### src/rtl/pipe_hazard_ctrl_if.sv
// Handshake bundle between the 5-stage pipeline datapath and its sequencing controller.
//   master : pipeline side, drives ID/EX/MEM status and consumes the stage controls
//   slave  : controller side (pipe_hazard_ctrl)
// Signals:
//   id_*        ID-stage source registers and validity
//   ex_*        EX-stage load/branch/condition info, alu_flags = EX ALU {N,Z,C,V}
//   mem_*       MEM-stage access in flight and data memory acknowledge
//   *_we        stage register / PC write enables
//   pc_sel_br   PC loads branch target
//   if_id_flush, id_ex_bubble  NOP insertion controls
//   br_taken, flags, mem_err, stall_cnt, flush_cnt  status and counters
interface pipe_hazard_ctrl_if #(
  parameter int unsigned CNT_W = 16
);
  logic [3:0]       id_rn;
  logic [3:0]       id_rm;
  logic             id_uses_rm;
  logic             id_valid;
  logic             ex_valid;
  logic             ex_is_load;
  logic [3:0]       ex_rd;
  logic             ex_is_branch;
  logic [3:0]       ex_cond;
  logic             ex_set_cond;
  logic [3:0]       alu_flags;
  logic             mem_access;
  logic             mem_ack;

  logic             pc_we;
  logic             pc_sel_br;
  logic             if_id_we;
  logic             if_id_flush;
  logic             id_ex_we;
  logic             id_ex_bubble;
  logic             ex_mem_we;
  logic             mem_wb_we;
  logic             br_taken;
  logic [3:0]       flags;
  logic             mem_err;
  logic [CNT_W-1:0] stall_cnt;
  logic [CNT_W-1:0] flush_cnt;

  modport master (
    output id_rn, id_rm, id_uses_rm, id_valid, ex_valid, ex_is_load, ex_rd, ex_is_branch,
           ex_cond, ex_set_cond, alu_flags, mem_access, mem_ack,
    input  pc_we, pc_sel_br, if_id_we, if_id_flush, id_ex_we, id_ex_bubble, ex_mem_we,
           mem_wb_we, br_taken, flags, mem_err, stall_cnt, flush_cnt
  );

  modport slave (
    input  id_rn, id_rm, id_uses_rm, id_valid, ex_valid, ex_is_load, ex_rd, ex_is_branch,
           ex_cond, ex_set_cond, alu_flags, mem_access, mem_ack,
    output pc_we, pc_sel_br, if_id_we, if_id_flush, id_ex_we, id_ex_bubble, ex_mem_we,
           mem_wb_we, br_taken, flags, mem_err, stall_cnt, flush_cnt
  );
endinterface

### src/rtl/pipe_hazard_ctrl.sv
// Pipeline sequencing controller for the IF/ID/EX/MEM/WB ARM-subset pipeline.
// Holds the NZCV flags, resolves EX-stage conditional branches, load-use stalls and
// data-memory wait freezes, and flags a sticky error when memory never acknowledges.
// Ports:
//   clk    rising-edge clock
//   rst_n  asynchronous active-low reset
//   bus    pipe_hazard_ctrl_if.slave (pipeline status in, stage controls/status out)
// Parameters:
//   MEM_TIMEOUT  consecutive frozen cycles tolerated before entering the error state
//   CNT_W        width of the saturating stall/flush counters
module pipe_hazard_ctrl #(
  parameter int unsigned MEM_TIMEOUT = 16,
  parameter int unsigned CNT_W       = 16
) (
  input logic               clk,
  input logic               rst_n,
  pipe_hazard_ctrl_if.slave bus
);

  localparam int unsigned WaitW = (MEM_TIMEOUT < 2) ? 1 : $clog2(MEM_TIMEOUT + 1);

  typedef enum logic [1:0] {StRun, StWait, StErr} state_e;

  state_e           state_q, state_d;
  logic [WaitW-1:0] wait_cnt_q, wait_cnt_d;
  logic [3:0]       flags_q, flags_d;
  logic             mem_err_q, mem_err_d;
  logic [CNT_W-1:0] stall_cnt_q, stall_cnt_d;
  logic [CNT_W-1:0] flush_cnt_q, flush_cnt_d;

  logic freeze, active, cond_true, br_taken, load_use, stall_evt;
  logic flag_n, flag_z, flag_c, flag_v;

  assign {flag_n, flag_z, flag_c, flag_v} = flags_q;
  assign freeze = bus.mem_access & ~bus.mem_ack;
  assign active = (state_q != StErr);

  // Branches test the architectural flags, not this cycle's ALU result.
  always_comb begin
    cond_true = 1'b0;
    case (bus.ex_cond)
      4'b0000: cond_true = flag_z;
      4'b0001: cond_true = ~flag_z;
      4'b0010: cond_true = flag_c;
      4'b0011: cond_true = ~flag_c;
      4'b0100: cond_true = flag_n;
      4'b0101: cond_true = ~flag_n;
      4'b0110: cond_true = flag_v;
      4'b0111: cond_true = ~flag_v;
      4'b1000: cond_true = flag_c & ~flag_z;
      4'b1001: cond_true = ~flag_c | flag_z;
      4'b1010: cond_true = (flag_n == flag_v);
      4'b1011: cond_true = (flag_n != flag_v);
      4'b1100: cond_true = ~flag_z & (flag_n == flag_v);
      4'b1101: cond_true = flag_z | (flag_n != flag_v);
      4'b1110: cond_true = 1'b1;
      default: cond_true = 1'b0;
    endcase
  end

  assign br_taken = rst_n & active & ~freeze & bus.ex_valid & bus.ex_is_branch & cond_true;

  assign load_use = bus.ex_valid & bus.ex_is_load & bus.id_valid &
                    ((bus.ex_rd == bus.id_rn) | (bus.id_uses_rm & (bus.ex_rd == bus.id_rm)));

  // A load-use hit is moot when the ID instruction is being flushed by a taken branch.
  assign stall_evt = active & (freeze | (load_use & ~br_taken));

  always_comb begin
    bus.pc_we        = 1'b0;
    bus.pc_sel_br    = 1'b0;
    bus.if_id_we     = 1'b0;
    bus.if_id_flush  = 1'b0;
    bus.id_ex_we     = 1'b0;
    bus.id_ex_bubble = 1'b0;
    bus.ex_mem_we    = 1'b0;
    bus.mem_wb_we    = 1'b0;
    if (!rst_n) begin
      bus.if_id_flush  = 1'b1;
      bus.id_ex_bubble = 1'b1;
    end else if (active && !freeze) begin
      bus.pc_we     = 1'b1;
      bus.if_id_we  = 1'b1;
      bus.id_ex_we  = 1'b1;
      bus.ex_mem_we = 1'b1;
      bus.mem_wb_we = 1'b1;
      if (br_taken) begin
        bus.pc_sel_br    = 1'b1;
        bus.if_id_flush  = 1'b1;
        bus.id_ex_bubble = 1'b1;
      end else if (load_use) begin
        // Hold PC and IF/ID; ID/EX takes a bubble while older stages drain.
        bus.pc_we        = 1'b0;
        bus.if_id_we     = 1'b0;
        bus.id_ex_bubble = 1'b1;
      end
    end
  end

  always_comb begin
    state_d     = state_q;
    wait_cnt_d  = wait_cnt_q;
    flags_d     = flags_q;
    stall_cnt_d = stall_cnt_q;
    flush_cnt_d = flush_cnt_q;

    unique case (state_q)
      StRun: begin
        if (freeze) begin
          if (MEM_TIMEOUT <= 1) begin
            state_d = StErr;
          end else begin
            state_d    = StWait;
            wait_cnt_d = WaitW'(1);
          end
        end
      end
      StWait: begin
        // wait_cnt_q counts frozen cycles already spent; this one makes it +1.
        if (!freeze) begin
          state_d = StRun;
        end else if (wait_cnt_q >= WaitW'(MEM_TIMEOUT - 1)) begin
          state_d = StErr;
        end else begin
          wait_cnt_d = wait_cnt_q + WaitW'(1);
        end
      end
      StErr:   state_d = StErr;
      default: state_d = StRun;
    endcase

    mem_err_d = mem_err_q | (state_d == StErr);

    if (active && !freeze && bus.ex_valid && bus.ex_set_cond) begin
      flags_d = bus.alu_flags;
    end
    if (stall_evt && (stall_cnt_q != {CNT_W{1'b1}})) begin
      stall_cnt_d = stall_cnt_q + CNT_W'(1);
    end
    if (br_taken && (flush_cnt_q != {CNT_W{1'b1}})) begin
      flush_cnt_d = flush_cnt_q + CNT_W'(1);
    end
  end

  always_ff @(posedge clk or negedge rst_n) begin
    if (!rst_n) begin
      state_q     <= StRun;
      wait_cnt_q  <= '0;
      flags_q     <= 4'b0000;
      mem_err_q   <= 1'b0;
      stall_cnt_q <= '0;
      flush_cnt_q <= '0;
    end else begin
      state_q     <= state_d;
      wait_cnt_q  <= wait_cnt_d;
      flags_q     <= flags_d;
      mem_err_q   <= mem_err_d;
      stall_cnt_q <= stall_cnt_d;
      flush_cnt_q <= flush_cnt_d;
    end
  end

  assign bus.br_taken  = br_taken;
  assign bus.flags     = flags_q;
  assign bus.mem_err   = mem_err_q;
  assign bus.stall_cnt = stall_cnt_q;
  assign bus.flush_cnt = flush_cnt_q;

endmodule

### src/flat_wrapper.sv
// flat-port wrapper written by rule: the top's interface ports become plain ports
module pipe_hazard_ctrl_flat 
#(
  parameter int unsigned MEM_TIMEOUT = 16,
  parameter int unsigned CNT_W       = 16
)
  (clk, rst_n, bus_id_rn, bus_id_rm, bus_id_uses_rm, bus_id_valid, bus_ex_valid, bus_ex_is_load, bus_ex_rd, bus_ex_is_branch, bus_ex_cond, bus_ex_set_cond, bus_alu_flags, bus_mem_access, bus_mem_ack, bus_pc_we, bus_pc_sel_br, bus_if_id_we, bus_if_id_flush, bus_id_ex_we, bus_id_ex_bubble, bus_ex_mem_we, bus_mem_wb_we, bus_br_taken, bus_flags, bus_mem_err, bus_stall_cnt, bus_flush_cnt);
  pipe_hazard_ctrl_if #(.CNT_W(CNT_W)) bus_i ();
  input logic clk;
  input logic rst_n;
  input wire logic [$bits(bus_i.id_rn)-1:0] bus_id_rn;
  input wire logic [$bits(bus_i.id_rm)-1:0] bus_id_rm;
  input wire logic [$bits(bus_i.id_uses_rm)-1:0] bus_id_uses_rm;
  input wire logic [$bits(bus_i.id_valid)-1:0] bus_id_valid;
  input wire logic [$bits(bus_i.ex_valid)-1:0] bus_ex_valid;
  input wire logic [$bits(bus_i.ex_is_load)-1:0] bus_ex_is_load;
  input wire logic [$bits(bus_i.ex_rd)-1:0] bus_ex_rd;
  input wire logic [$bits(bus_i.ex_is_branch)-1:0] bus_ex_is_branch;
  input wire logic [$bits(bus_i.ex_cond)-1:0] bus_ex_cond;
  input wire logic [$bits(bus_i.ex_set_cond)-1:0] bus_ex_set_cond;
  input wire logic [$bits(bus_i.alu_flags)-1:0] bus_alu_flags;
  input wire logic [$bits(bus_i.mem_access)-1:0] bus_mem_access;
  input wire logic [$bits(bus_i.mem_ack)-1:0] bus_mem_ack;
  output wire logic [$bits(bus_i.pc_we)-1:0] bus_pc_we;
  output wire logic [$bits(bus_i.pc_sel_br)-1:0] bus_pc_sel_br;
  output wire logic [$bits(bus_i.if_id_we)-1:0] bus_if_id_we;
  output wire logic [$bits(bus_i.if_id_flush)-1:0] bus_if_id_flush;
  output wire logic [$bits(bus_i.id_ex_we)-1:0] bus_id_ex_we;
  output wire logic [$bits(bus_i.id_ex_bubble)-1:0] bus_id_ex_bubble;
  output wire logic [$bits(bus_i.ex_mem_we)-1:0] bus_ex_mem_we;
  output wire logic [$bits(bus_i.mem_wb_we)-1:0] bus_mem_wb_we;
  output wire logic [$bits(bus_i.br_taken)-1:0] bus_br_taken;
  output wire logic [$bits(bus_i.flags)-1:0] bus_flags;
  output wire logic [$bits(bus_i.mem_err)-1:0] bus_mem_err;
  output wire logic [$bits(bus_i.stall_cnt)-1:0] bus_stall_cnt;
  output wire logic [$bits(bus_i.flush_cnt)-1:0] bus_flush_cnt;
  assign bus_i.id_rn = bus_id_rn;
  assign bus_i.id_rm = bus_id_rm;
  assign bus_i.id_uses_rm = bus_id_uses_rm;
  assign bus_i.id_valid = bus_id_valid;
  assign bus_i.ex_valid = bus_ex_valid;
  assign bus_i.ex_is_load = bus_ex_is_load;
  assign bus_i.ex_rd = bus_ex_rd;
  assign bus_i.ex_is_branch = bus_ex_is_branch;
  assign bus_i.ex_cond = bus_ex_cond;
  assign bus_i.ex_set_cond = bus_ex_set_cond;
  assign bus_i.alu_flags = bus_alu_flags;
  assign bus_i.mem_access = bus_mem_access;
  assign bus_i.mem_ack = bus_mem_ack;
  assign bus_pc_we = bus_i.pc_we;
  assign bus_pc_sel_br = bus_i.pc_sel_br;
  assign bus_if_id_we = bus_i.if_id_we;
  assign bus_if_id_flush = bus_i.if_id_flush;
  assign bus_id_ex_we = bus_i.id_ex_we;
  assign bus_id_ex_bubble = bus_i.id_ex_bubble;
  assign bus_ex_mem_we = bus_i.ex_mem_we;
  assign bus_mem_wb_we = bus_i.mem_wb_we;
  assign bus_br_taken = bus_i.br_taken;
  assign bus_flags = bus_i.flags;
  assign bus_mem_err = bus_i.mem_err;
  assign bus_stall_cnt = bus_i.stall_cnt;
  assign bus_flush_cnt = bus_i.flush_cnt;
  pipe_hazard_ctrl #(.MEM_TIMEOUT(MEM_TIMEOUT), .CNT_W(CNT_W)) u_core (.clk(clk), .rst_n(rst_n), .bus(bus_i));
endmodule
### config.mk
export PLATFORM = sky130hd
export DESIGN_NAME = pipe_hazard_ctrl_flat
export DESIGN_NICKNAME = d
export VERILOG_FILES = /design/src/rtl/pipe_hazard_ctrl_if.sv /design/src/rtl/pipe_hazard_ctrl.sv /design/src/flat_wrapper.sv
export SDC_FILE = /design/constraint.sdc
export NUM_CORES = 1
export LEC_CHECK = 0
export ABC_AREA = 1
export BUFFER_PORTS_ARGS = -buffer_cell sky130_fd_sc_hd__buf_2
export CAP_MARGIN = 40
export CORE_UTILIZATION = 57
export DETAILED_ROUTE_END_ITERATION = 8
export GPL_ROUTABILITY_DRIVEN = 0
export GPL_TIMING_DRIVEN = 1
export PLACE_DENSITY = 0.85
export SYNTH_ARGS = -nofsm -noshare
export SYNTH_HDL_FRONTEND = slang
export SYNTH_SLANG_ARGS = --single-unit
### constraint.sdc
create_clock -name clk -period 3.03 [get_ports clk]
set_input_delay 0 -clock clk [delete_from_list [all_inputs] [get_ports clk]]
set_output_delay 0 -clock clk [all_outputs]
set_load 0.1 [all_outputs]
# == Yosys cells after proc, flatten, opt, wreduce, memory -nomap -nowiden ==
# Cells that the tools add are included.
# classes
add_sub_neg,3
n_lt_le_gt_ge,1
n_eq_ne,27
muxes,23
bitwise_logic,26
reduce_logical,10
# op_table
cell,count
$add 16x1->16 const B,2
$ne 16x16->1 const B,2
$eq 4x4->1 const B,7
$eq 4x3->1 const B,4
$mux 5,3
$pmux 1 s15,1
$and 1x1->1,14
$mux 1,14
$pmux 5 s2,1
$eq 4x2->1 const B,2
$eq 4x4->1,2
$not 1->1,7
$mux 2,3
$pmux 2 s3,1
$add 5x1->5 const B,1
$ge 5x4->1 const B,1
$logic_and 1x1->1,5
$or 1x1->1,5
$eq 2x2->1 const B,2
$eq 4x1->1 const B,1
$logic_not 4->1,1
$ne 2x1->1 const B,2
$ne 2x2->1 const B,2
$reduce_and 4->1,1
6 further kinds,6
# totals
register_bits,44
in_bits,30
out_inout_bits,46
wordCells,96

# == Depth between registers and ports, before layout ==
# Gate-level depths: netlist of the first run.
# logic_depth
word_depth,12
depth_mapped,16
depth_no_buf,16

# == Worst setup path after synthesis of the first run ==
# No wires, ideal clock.
# synth_path
kind,reg-to-output
startpoint,"reg u_core.flags_q[0], in the netlist u_core.bus.flags[0]"
endpoint,out bus_pc_we
arrival_ps,3701
required_ps,3030
slack_ps,-671
path_stages_with_launch,12
cell_sequence,dfrtp_1 inv_1 nand2_1 nand2_1 nand2_1 nand3_1 nand2_1 nor2_1 nand2_1 nand2_4 a21oi_1 buf_4
# synth_via
elab_chain_cells,7
elab_cells_between_ends,10
classes_between,eq/ne: 2; mux: 4; bitwise: 4
# synth_rtl
element,line,text
from (decl),pipe_hazard_ctrl.sv:26,"logic [3:0] flags_q, flags_d;"
from (signal assigned),pipe_hazard_ctrl.sv:156,flags_q <= flags_d;
$ne 1x1->1 or $eq 1x1->1 (tied branches),n/a,
$or 1x1->1 or $and 1x1->1 (tied branches),"pipe_hazard_ctrl.sv:55, pipe_hazard_ctrl.sv:54",
$pmux 1 s15 *,pipe_hazard_ctrl.sv:41,case (bus.ex_cond)
$and 1x1->1 *,pipe_hazard_ctrl.sv:61,assign br_taken = rst_n & active & ~freeze & bus.ex_valid & bus.ex_is_branch & cond_true;
$mux 1 * (3 in series),n/a,
to (decl),flat_wrapper.sv:24,output wire logic [$bits(bus_i.pc_we)-1:0] bus_pc_we;
# Every way passes the cells marked *; elsewhere a longest branch is shown, timed or not.

# == Final worst setup path of the first run ==
# layout_path
startpoint,"reg u_core.stall_cnt_q[0], in the netlist u_core.bus.stall_cnt[0]"
endpoint,"reg u_core.stall_cnt_q[15], in the netlist u_core.bus.stall_cnt[15]"
# layout_via
elab_chain_cells,2
elab_cells_between_ends,3
classes_between,add/sub: 1; eq/ne: 1; reduce/logical: 1
# layout_rtl
element,line,text
from (decl),pipe_hazard_ctrl.sv:28,"logic [CNT_W-1:0] stall_cnt_q, stall_cnt_d;"
from (signal assigned),pipe_hazard_ctrl.sv:158,stall_cnt_q <= stall_cnt_d;
"parallel branches: the longest is 2 deep, another holds $add 16x1->16",n/a,
# Parallel ways; which one is timed is not known.
# A chain may end at the register's enable or synchronous reset.

==> qor.tcl, run 1 <==
set qor(die_height_um) 72.84
set qor(proportion_of_register_bits_with_asynchronous_set_or_reset_after_synthesis_pct) 100.0
set qor(timing.final.setup_violations) 0
set qor(start_util_pct) 59.76
set qor(numPortBuffers) 75
set qor(maxSlewHeadroom_pct) 61.44
set qor(synth_seq_cells) 44
set qor(ant_nets) 0
set qor(worst_ep_required_time_ns) 3.22
set qor(clock-root-buffer) {clkbuf_8}
set qor(antenna_found_initial) 0
set qor(yosys-top-cells-area) {dfrtp_1 38%, nand2_1 14%, inv_1 6.0%}
set qor(syn-instance-count) 377
set qor(post_route_cells_drive_above_1_share_pct) 25.05
set qor(wire_per_inst_um) 12.66
set qor(powerDensity_mw_per_mm2) 302.9
set qor(clock_tree.htree_level_count) 2
set qor(synthFlopType) {dfrtp_1}
set qor(worst_setup_hold_path_clk_slew_ns) 0.08
set qor(max_cap_viol_count) 0
set qor(synthToLayoutAreaGrowth_pct) 18.24
set qor(synth_common_cells) {105 x nand2_1, 46 x inv_1, 44 x dfrtp_1}
set qor(fp.dieArea_mm2) 0.005305
set qor(globalRoute.totalOverflow) 0
set qor(die-width_um) 72.84
set qor(num_antenna_cells) 0
set qor(synth_sequential_area_ratio_pct) 38.50
set qor(cts_inserted_buffers) 5
set qor(worst-path-max-fanout) 12
set qor(gr-usage-met2_pct) 48.49
set qor(cts_post_setup_buffers_inserted) 0
set qor(final_max_slew_viol_count) 0
set qor(max_stage_delay_ns) 0.49
set qor(top_level_ports) 76
set qor(total_leakage_power_uw) 0.001769
set qor(final.period_utilization_pct) 73.18
set qor(setup_slack_ns) 0.8126
set qor(synth_enable_flop_cells) 0
set qor(yosys_warnings) 0
set qor(first_pass_iters) 4
set qor(layout.filler_cells) 391
set qor(synth_cell_types) 38
set qor(holdCritPathClass) {input port to flop}
set qor(dr_total_vias) 2734
set qor(first_global_vias) 2559
set qor(synth_most_common_cell) {nand2_1}
set qor(worst_skew_pair.late_latency_ns) 0.29
set qor(mappedNetlistNets) 411
set qor(post_synth_instance_area_mm2) 0.002860
set qor(clock_period_minus_final_worst_setup_slack_ns) 2.217
set qor(maxClockFrequency_mhz) 451.0
set qor(rsz0062_at_grt) {false}
set qor(critical_path.slowest_cell) {nand4_1}
set qor(routed_via_density) 5.238
set qor(cp_cell_sequence) {ha_1 > nand3_1 > nor2_1 > nand4_1 > nand2_1 > nor2_1 > nand2_1 > nor3_1 > nand4_1 > nand2_1}
set qor(hold_viol) 0
set qor(worstPathArrival_ns) 2.40
set qor(tightest_slew_ns) 0.5784
set qor(yosys.area.top_type) {dfrtp_1}
set qor(place_ws_ns) 0.8829
set qor(startpoint_type) {flop}
set qor(endpoint_kind) {flop}
set qor(global_route_wire_length_before_repair_um) 10900
set qor(grt_start_max_net_pins) 47
set qor(post-dp-hpwl_um) 4899
set qor(core_mm2) 0.004786
set qor(global_route.usage.met1_pct) 30.94
set qor(route.final.wire_length_um) 6607
set qor(critPathKind) {flop to flop}
set qor(path_delay_family) {simple AND/OR/NAND/NOR gates}
set qor(clock_sinks) 44
set qor(top_usage_layer) {met2}
set qor(vdd_drop_max_mv) 0.2432
set qor(synth_top_cell_area_share_pct) 38.50
set qor(global_route.usage.met3_pct) 5.249
set qor(clock_tree.buffer_depth) 2
set qor(status) {complete, no violations}
set qor(cts_tree) {done}
set qor(gr-usage-all-layers_pct) 26.37
set qor(path_common_cell) {nand2_1}
set qor(final_net_count) 489
set qor(fin_tns_setup_ns) 0
set qor(mean_instance_size_in_the_synthesized_netlist_um2) 7.587
set qor(path_buf_inv) 0
set qor(skew_ns) 0.01095
set qor(post-route-drc-count) 0
set qor(drt_iter0_markers) 145
set qor(std_cell_rows) 25
[cells in the final DEF, fill, tap and decap left out, types with 5 or more instances in the layout]
cell and n:
nand2_1 105, buf_2 75, inv_1 46, dfrtp_1 44, nand3_1 29, nor2_1 27
nand4_1 21, xor2_1 15, o21ai_0 8, a21oi_1 8, nor3_1 8, xnor2_1 8
nand2_2 5, clkbuf_8 5, dlygate4sd3_1 5
[registers in the layout (all words and copies together) (netlist names)]
register	cells
u_core.bus.stall_cnt	16
u_core.bus.mem_err	1
u_core.bus.flush_cnt	16
u_core.wait_cnt_q	5
u_core.bus.flags	4
u_core.state_q	2
[final cells by class]
class | instances | area [µm²] | area share [%]
Clock buffer | 6 | 72.57 | 2.146
Clock inverter | 1 | 5.005 | 0.1480
Inverter | 51 | 198.9 | 5.882
Multi-Input combinational cell | 272 | 1488 | 43.99
Sequential cell | 44 | 1101 | 32.56
Tap cell | 67 | 83.83 | 2.479
Timing Repair Buffer | 81 | 432.9 | 12.80
[worst register-to-register path, stage by stage (launching register included)]
cell and delay, ns:
dfrtp_1 0.43, ha_1 0.22, nand3_1 0.11, nor2_1 0.30, nand4_1 0.49, nand2_1 0.18
nor2_1 0.08, nand2_1 0.10, nor3_1 0.07, nand4_1 0.08, nand2_1 0.05
[cell families after synthesis]
group	synth area share, %
AND/OR/NAND/NOR	36.48
buffers and inverters	9.886
flip-flops	38.50
AO/OA/AOI/OAI	5.949
XOR/XNOR	7.043
adder cells (fa/ha/maj)	1.750
multiplexers	0.3937
[per-stage QoR]
stage	cells	util [%]	area (µm²)	total power, µW	hold WS [ns]
2_1_floorplan	377	-	2872	646.1	-0.2956
3_3_place_gp	510	68.00	3254	684.8	0.1569
3_5_place_dp	510	68.00	3254	686.4	0.1505
4_1_cts	522	70.67	3382	1042	0.1618
5_1_grt	522	70.67	3382	1072	0.2026
6_report	522	70.67	3382	1024	0.1660
[report_power, final]
group          switching, µW  leakage, µW  total [µW]  internal (µW)
Combinational           58.3      0.00118        92.4           34.1
Sequential             0.134     0.000549         587            587
Clock                    188    0.0000410         345            157
[per-layer routing]
layer	share of wire, %	wire (µm)
met5	0	0
met4	0.89	59
met3	4.7	308
met2	51	3353
met1	44	2885
[timing repair]
item | in CTS | in global routing
hold buffers | 5 | 0
resized for setup | 0 | 0
hold endpoints to repair | 48 | 0
[final timing paths]
| check | slack (ns) | startpoint | to | cells past startpoint |
|---|---|---|---|---|
| worst max-delay path | 0.81 | u_core.bus.stall_cnt[0]$_DFFE_PN0P_ | u_core.bus.stall_cnt[15]$_DFFE_PN0P_ | 10 |
| max in group asynchronous | 2.25 | rst_n | u_core.bus.stall_cnt[4]$_DFFE_PN0P_ | 3 |
| worst min-delay path | 0.17 | bus_ex_set_cond | u_core.bus.flags[1]$_DFFE_PN0P_ | 3 |
| worst max register to register | 0.81 | u_core.bus.stall_cnt[0]$_DFFE_PN0P_ | u_core.bus.stall_cnt[15]$_DFFE_PN0P_ | 10 |
| min in group asynchronous | 0.38 | rst_n | u_core.bus.flags[1]$_DFFE_PN0P_ | 3 |
| worst min register to register | 0.47 | u_core.bus.mem_err$_DFF_PN0_ | u_core.bus.mem_err$_DFF_PN0_ | 1 |
(Power assumes the default switching activity.)
==> run 2, diff against run 1 <==
--- a/config.mk
+++ b/config.mk
@@ -8,11 +8,11 @@
 export ABC_AREA = 1
 export BUFFER_PORTS_ARGS = -buffer_cell sky130_fd_sc_hd__buf_2
 export CAP_MARGIN = 40
-export CORE_UTILIZATION = 57
+export CORE_UTILIZATION = 48
 export DETAILED_ROUTE_END_ITERATION = 8
 export GPL_ROUTABILITY_DRIVEN = 0
 export GPL_TIMING_DRIVEN = 1
-export PLACE_DENSITY = 0.85
+export PLACE_DENSITY = 0.77
 export SYNTH_ARGS = -nofsm -noshare
 export SYNTH_HDL_FRONTEND = slang
 export SYNTH_SLANG_ARGS = --single-unit
==> constraint.sdc (replaced) <==
create_clock -name clk -period 1.9 [get_ports clk]
set_input_delay 0 -clock clk [delete_from_list [all_inputs] [get_ports clk]]
set_output_delay 0 -clock clk [all_outputs]
set_load 0.1 [all_outputs]
==> run 2 against run 1 <==
Critical path depth is 2 higher. Critical endpoint is now bus_if_id_we. Clock power is 120% higher. Cell area is 14% higher. Sequential share of layout area is 2.6 points lower. Total power is 84% higher. Global-route usage is 3.4 points lower. Register-to-register slack worse by 0.74 ns.
==> qor.tcl, run 2 (synthesis results as in run 1) <==
set qor(status) {complete, no violations}
set qor(hold_slack_ns) 0.1424
set qor(hold_viol) 0
set qor(total_leakage_power_uw) 0.001872
set qor(skew_ns) 0.009030
set qor(ant_nets) 0
set qor(seq_power_share_pct) 49.8
set qor(holdCritPathClass) {input port to flop}
set qor(wire_per_inst_um) 12.73
set qor(power_uw) 1881
set qor(synthToLayoutAreaGrowth_pct) 34.82
set qor(core_mm2) 0.005608
set qor(gr-usage-all-layers_pct) 23.00
set qor(first_global_vias) 2598
set qor(maxClockFrequency_mhz) 531.5
set qor(final.period_utilization_pct) 99.02
set qor(tightest_slew_ns) 0.5786
set qor(critPathKind) {flop to output port}
set qor(place_ws_ns) 0.02555
set qor(clock_sinks) 44
set qor(globalRoute.totalOverflow) 0
set qor(num_antenna_cells) 0
set qor(final_net_count) 507
set qor(startpoint_type) {flop}
set qor(std_cell_rows) 27
set qor(max_stage_delay_ns) 0.52
set qor(clock_tree.htree_level_count) 2
set qor(worst_ep_required_time_ns) 1.90
set qor(max_cap_viol_count) 0
set qor(design_area_mm2) 0.003856
set qor(grt_start_max_net_pins) 47
set qor(internal_power_uw) 1443
set qor(fp.dieArea_mm2) 0.006272
set qor(dr_total_vias) 2814
set qor(power.share.switching_pct) 23.32
set qor(die-width_um) 79.20
set qor(global_route_wire_length_before_repair_um) 11410
set qor(drt_iter0_markers) 171
set qor(cts_inserted_buffers) 5
set qor(clock_tree.buffer_depth) 2
set qor(cp_cell_sequence) {inv_4 > nand2_2 > nand2_2 > nand2_2 > nand2_1 > nand2_1 > nand2_1 > nor2_1 > nand2_1 > nand2_4 > a21oi_4 > buf_12}
set qor(first_pass_iters) 4
set qor(post_route_cells_drive_above_1_share_pct) 38.19
set qor(final_max_slew_viol_count) 0
set qor(dpl-instance-area_mm2) 0.003508
set qor(routed_via_density) 5.154
set qor(post-route-drc-count) 0
set qor(cts_tree) {done}
set qor(final_util_pct) 68.76
set qor(die_height_um) 79.20
set qor(timing.final.setup_violations) 0
set qor(most-common-layout-cells) {98 x nand2_1, 69 x buf_2, 44 x inv_1, 27 x nand3_1, 25 x nor2_1}
set qor(power_frac_comb_pct) 9.4
set qor(clockPowerShare_pct) 40.8
set qor(critical_path.slowest_cell) {dfrtp_4}
set qor(endpoint_kind) {output port}
set qor(antenna_found_initial) 0
set qor(numPortBuffers) 75
set qor(path_common_cell) {nand2_1}
set qor(clock_period_minus_final_worst_setup_slack_ns) 1.881
set qor(path_delay_family) {simple AND/OR/NAND/NOR gates}
set qor(worst-path-max-fanout) 6
set qor(powerDensity_mw_per_mm2) 487.8
set qor(maxSlewHeadroom_pct) 61.43
set qor(top_level_ports) 76
set qor(mostFrequentLayoutCell) {nand2_1}
set qor(worst_skew_pair.late_latency_ns) 0.31
set qor(rsz0062_at_grt) {true}
set qor(worst_setup_hold_path_clk_slew_ns) 0.09
set qor(clock-root-buffer) {clkbuf_8}
set qor(setup_slack_ns) 0.01855
set qor(route.final.wire_length_um) 6950
set qor(post-dp-hpwl_um) 4967
set qor(path_buf_inv) 2
set qor(vdd_drop_max_mv) 0.3148
set qor(net-switching-power_uw) 438.6
set qor(start_util_pct) 51.00
set qor(worstPathArrival_ns) 1.88
==> run 2: per-stage QoR <==
step | TNS [ns] | instances
2_1_floorplan | -2.424 | 377
3_3_place_gp | 0 | 524
3_5_place_dp | 0 | 524
4_1_cts | 0 | 539
5_1_grt | -1.291 | 546
6_report | 0 | 546
==> run 2: worst min-delay path: cells and delay by family <==
family                 cells  cell delay [ns]
AND/OR/NAND/NOR            1             0.22
buffers and inverters      1             0.10
AO/OA/AOI/OAI              1             0.11
==> run 2: path summary, 6_finish.rpt <==
check / from / end / slack (ns) / depth (start not counted)
setup / recovery: u_core.bus.flags[3]$_DFFE_PN0P_ / bus_if_id_we / 0.02 / 12
hold / removal: bus_ex_set_cond / u_core.bus.flags[1]$_DFFE_PN0P_ / 0.14 / 3
setup reg to reg: u_core.bus.flags[3]$_DFFE_PN0P_ / u_core.bus.stall_cnt[11]$_DFFE_PN0P_ / 0.07 / 15
hold reg to reg: u_core.bus.mem_err$_DFF_PN0_ / u_core.bus.mem_err$_DFF_PN0_ / 0.48 / 1
max in group asynchronous: rst_n / u_core.bus.flush_cnt[1]$_DFFE_PN0P_ / 1.09 / 3
min in group asynchronous: rst_n / u_core.bus.flags[0]$_DFFE_PN0P_ / 0.36 / 3
==> run 2: repair_timing <==
action / in CTS / in global routing
endpoints found under the hold margin: 48 / 0
resized for setup: 0 / 23
hold buffers: 5 / 0
buffers inserted: 2 / 5
cloned: 0 / 2
pin swaps: 2 / 6
setup endpoints to repair: 3 / 39
==> run 2: metal layers <==
layer	vias up	global-route usage [%]	routed length (µm)
met5	-	0	0
li1	1410	-	-
met2	65	40.86	3634
met4	0	6.364	64
met3	7	4.713	256
met1	1332	28.01	2994
==> run 2: layout make-up <==
type                       count  area, µm²
clock inverter                 2      38.79
multi-input combinational    273       1585
tap                           72      90.09
sequential                    44       1155
clock buffer                   6      82.58
inverter                      51      216.5
fill                         479       1752
timing repair buffer          98      688.2
==> run 2: power by group through the flow <==
stage	clock [µW]	combinational, µW	sequential [µW]
global placement	0	153	956
global route	825	196	936
finish	768	177	936
floorplan	0	74.6	956
CTS	784	165	936
detailed placement	0	156	956
==> run 3, diff against run 2 <==
--- a/config.mk
+++ b/config.mk
@@ -7,12 +7,12 @@
 export LEC_CHECK = 0
 export ABC_AREA = 1
 export BUFFER_PORTS_ARGS = -buffer_cell sky130_fd_sc_hd__buf_2
-export CAP_MARGIN = 40
-export CORE_UTILIZATION = 48
+export CAP_MARGIN = 20
+export CORE_UTILIZATION = 53
 export DETAILED_ROUTE_END_ITERATION = 8
 export GPL_ROUTABILITY_DRIVEN = 0
 export GPL_TIMING_DRIVEN = 1
-export PLACE_DENSITY = 0.77
+export PLACE_DENSITY = 0.8
 export SYNTH_ARGS = -nofsm -noshare
 export SYNTH_HDL_FRONTEND = slang
 export SYNTH_SLANG_ARGS = --single-unit
==> constraint.sdc (replaced) <==
create_clock -name clk -period 1.75 [get_ports clk]
set_input_delay 0 -clock clk [delete_from_list [all_inputs] [get_ports clk]]
set_output_delay 0 -clock clk [all_outputs]
set_load 0.1 [all_outputs]
==> run 3 against run 2 <==
The run now ends with setup timing left. Hold slack worse by 0.051 ns. Die area decreased by 9.2%. Via count increased by 11%. Critical endpoint is now bus_pc_we. Largest cell class unchanged.
==> qor.tcl, run 3 (synthesis results as in run 1) <==
set qor(powerDensity_mw_per_mm2) 456.5
set qor(first_global_vias) 2768
set qor(vdd_drop_max_mv) 0.5471
set qor(route.final.wire_length_um) 8454
set qor(number_of_instances_in_the_placed_design) 541
set qor(reg2reg_to) {u_core.bus.stall_cnt[8]$_DFFE_PN0P_}
set qor(clock_sinks) 44
set qor(hold_viol) 0
set qor(tightest_slew_ns) 0.5973
set qor(clock_tree.buffer_depth) 2
set qor(violations_in_the_final_reports) {setup timing}
set qor(start_util_pct) 55.65
set qor(clock-root-buffer) {clkbuf_8}
set qor(clockPowerShare_pct) 36.8
set qor(final_max_slew_viol_count) 0
set qor(total_leakage_power_uw) 0.002034
set qor(r2r_start) {u_core.bus.flags[0]$_DFFE_PN0P_}
set qor(most-common-layout-cells) {89 x nand2_1, 66 x buf_2, 41 x inv_1, 26 x buf_4, 24 x nor2_1}
set qor(timing.final.setup_violations) 38
set qor(power_frac_comb_pct) 10.9
set qor(holdCritStartpoint) {bus_ex_set_cond}
set qor(post-route-drc-count) 0
set qor(ant_nets) 0
set qor(cp_cell_sequence) {inv_4 > nand2_4 > nand2_4 > nand2_4 > nand2_2 > nand2_1 > nand2_1 > nor2_1 > nand2_1 > nand2_4 > buf_6 > a21oi_4 > buf_12}
set qor(worst_skew_pair.late_latency_ns) 0.30
set qor(fp.dieArea_mm2) 0.005694
set qor(routed_via_density) 5.524
set qor(die_height_um) 75.46
set qor(max_cap_viol_count) 0
set qor(worst_ep_required_time_ns) 1.75
set qor(drt_iter0_markers) 189
set qor(final.period_utilization_pct) 115.6
set qor(net-switching-power_uw) 477.7
set qor(seq_power_share_pct) 52.3
set qor(worst_setup_hold_path_clk_slew_ns) 0.08
set qor(wire_per_inst_um) 14.96
set qor(critical_path.slowest_cell) {dfrtp_4}
set qor(cts_tree) {done}
set qor(critPathKind) {flop to output port}
set qor(post_route_cells_drive_above_1_share_pct) 45.25
set qor(first_pass_iters) 5
set qor(clock_tree.htree_level_count) 2
set qor(status) {finished, violations left}
set qor(worstPathArrival_ns) 2.02
set qor(min_to) {u_core.bus.flags[2]$_DFFE_PN0P_}
set qor(crit_start) {u_core.bus.flags[0]$_DFFE_PN0P_}
set qor(maxClockFrequency_mhz) 494.2
set qor(cts_inserted_buffers) 5
set qor(post-dp-hpwl_um) 5239
set qor(num_antenna_cells) 0
set qor(globalRoute.totalOverflow) 0
set qor(clock_period_minus_final_worst_setup_slack_ns) 2.024
set qor(endpoint_kind) {output port}
set qor(fin_tns_setup_ns) -5.915
set qor(path_buf_inv) 3
set qor(top_level_ports) 76
set qor(rsz0062_at_grt) {true}
set qor(internal_power_uw) 1467
set qor(core_mm2) 0.005140
set qor(worst-path-max-fanout) 4
set qor(hold_slack_ns) 0.09092
set qor(power_uw) 1944
set qor(final_util_pct) 82.86
set qor(antenna_found_initial) 0
set qor(setup_slack_ns) -0.2735
set qor(gr-usage-all-layers_pct) 28.32
set qor(ff2ff_setup_slack_ns) -0.21
set qor(grt_start_max_net_pins) 47
set qor(global_route_wire_length_before_repair_um) 12220
set qor(numPortBuffers) 75
set qor(synthToLayoutAreaGrowth_pct) 48.91
set qor(dr_total_vias) 3121
set qor(path_delay_family) {simple AND/OR/NAND/NOR gates}
set qor(startpoint_type) {flop}
set qor(holdCritPathClass) {input port to flop}
set qor(final_net_count) 528
set qor(mostFrequentLayoutCell) {nand2_1}
set qor(die-width_um) 75.46
set qor(timing.reg2reg.worst_path_depth) 16
set qor(path_common_cell) {nand2_4}
set qor(maxSlewHeadroom_pct) 60.18
set qor(max_stage_delay_ns) 0.52
set qor(hold_path_depth) 3
set qor(skew_ns) 0.009473
set qor(power.share.switching_pct) 24.57
set qor(std_cell_rows) 26
set qor(layout_cells_excl_fill) 565
==> run 3: cell count changes in the layout (fill, tap and decap cells not counted), sizes merged <==
cell,before,now
clkinv,2,0
bufinv,1,0
nand3,33,34
inv,50,52
buf,92,111
clkbuf,7,9
==> run 3: cell type report <==
class | instances | area (µm²)
tap | 70 | 87.58
clock buffer | 8 | 100.1
fill | 300 | 880.8
timing repair buffer | 117 | 910.9
sequential | 44 | 1164
multi-input combinational | 274 | 1759
timing repair inverter | 1 | 11.26
inverter | 51 | 226.5
==> run 3: timing repair <==
action,in CTS,in global routing
endpoints found under the setup margin,39,43
hold buffers,5,0
buffers inserted,2,5
endpoints found under the hold margin,48,0
resized for setup,24,45
gates cloned,3,1
pin swaps,10,8
==> run 3: power by group through the flow <==
| stage | sequential, µW | clock, µW | combinational (µW) |
|---|---|---|---|
| after CTS | 1020 | 724 | 190 |
| after global placement | 1040 | 0 | 171 |
| after floorplan | 1040 | 0 | 81.6 |
| final | 1020 | 716 | 212 |
| after global routing | 1020 | 771 | 229 |
| after detailed placement | 1040 | 0 | 176 |
==> run 3: how the worst max path moves through the flow <==
stage          cells after the start  slack, ns                                   to
6_report                          13      -0.27                            bus_pc_we
5_1_grt                           13      -0.35                            bus_pc_we
4_1_cts                           13      -0.19                            bus_pc_we
3_5_place_dp                      15      -0.05  u_core.bus.stall_cnt[9]$_DFFE_PN0P_
3_3_place_gp                      15       0.02  u_core.bus.stall_cnt[9]$_DFFE_PN0P_
2_1_floorplan                     12      -0.40                            bus_pc_we
==> run 3: routing by layer <==
| layer | share of wire, % | GRT usage [%] |
|---|---|---|
| met3 | 5.7 | 5.820 |
| met5 | 0 | 0 |
| met2 | 51 | 48.12 |
| met1 | 41 | 35.64 |
| met4 | 2.9 | 10.91 |
==> run 3: worst min-delay path: stages <==
cell and delay, ns:
buf_2 0.09, nand3_1 0.10, mux2_2 0.16
==> run 3: metrics by stage <==
step,area (µm²),worst slack [ns]
6_report,4259,-0.2735
5_1_grt,4259,-0.3529
4_1_cts,4003,-0.1914
3_5_place_dp,3740,-0.04806
3_3_place_gp,3740,0.02281
2_1_floorplan,2997,-0.3980
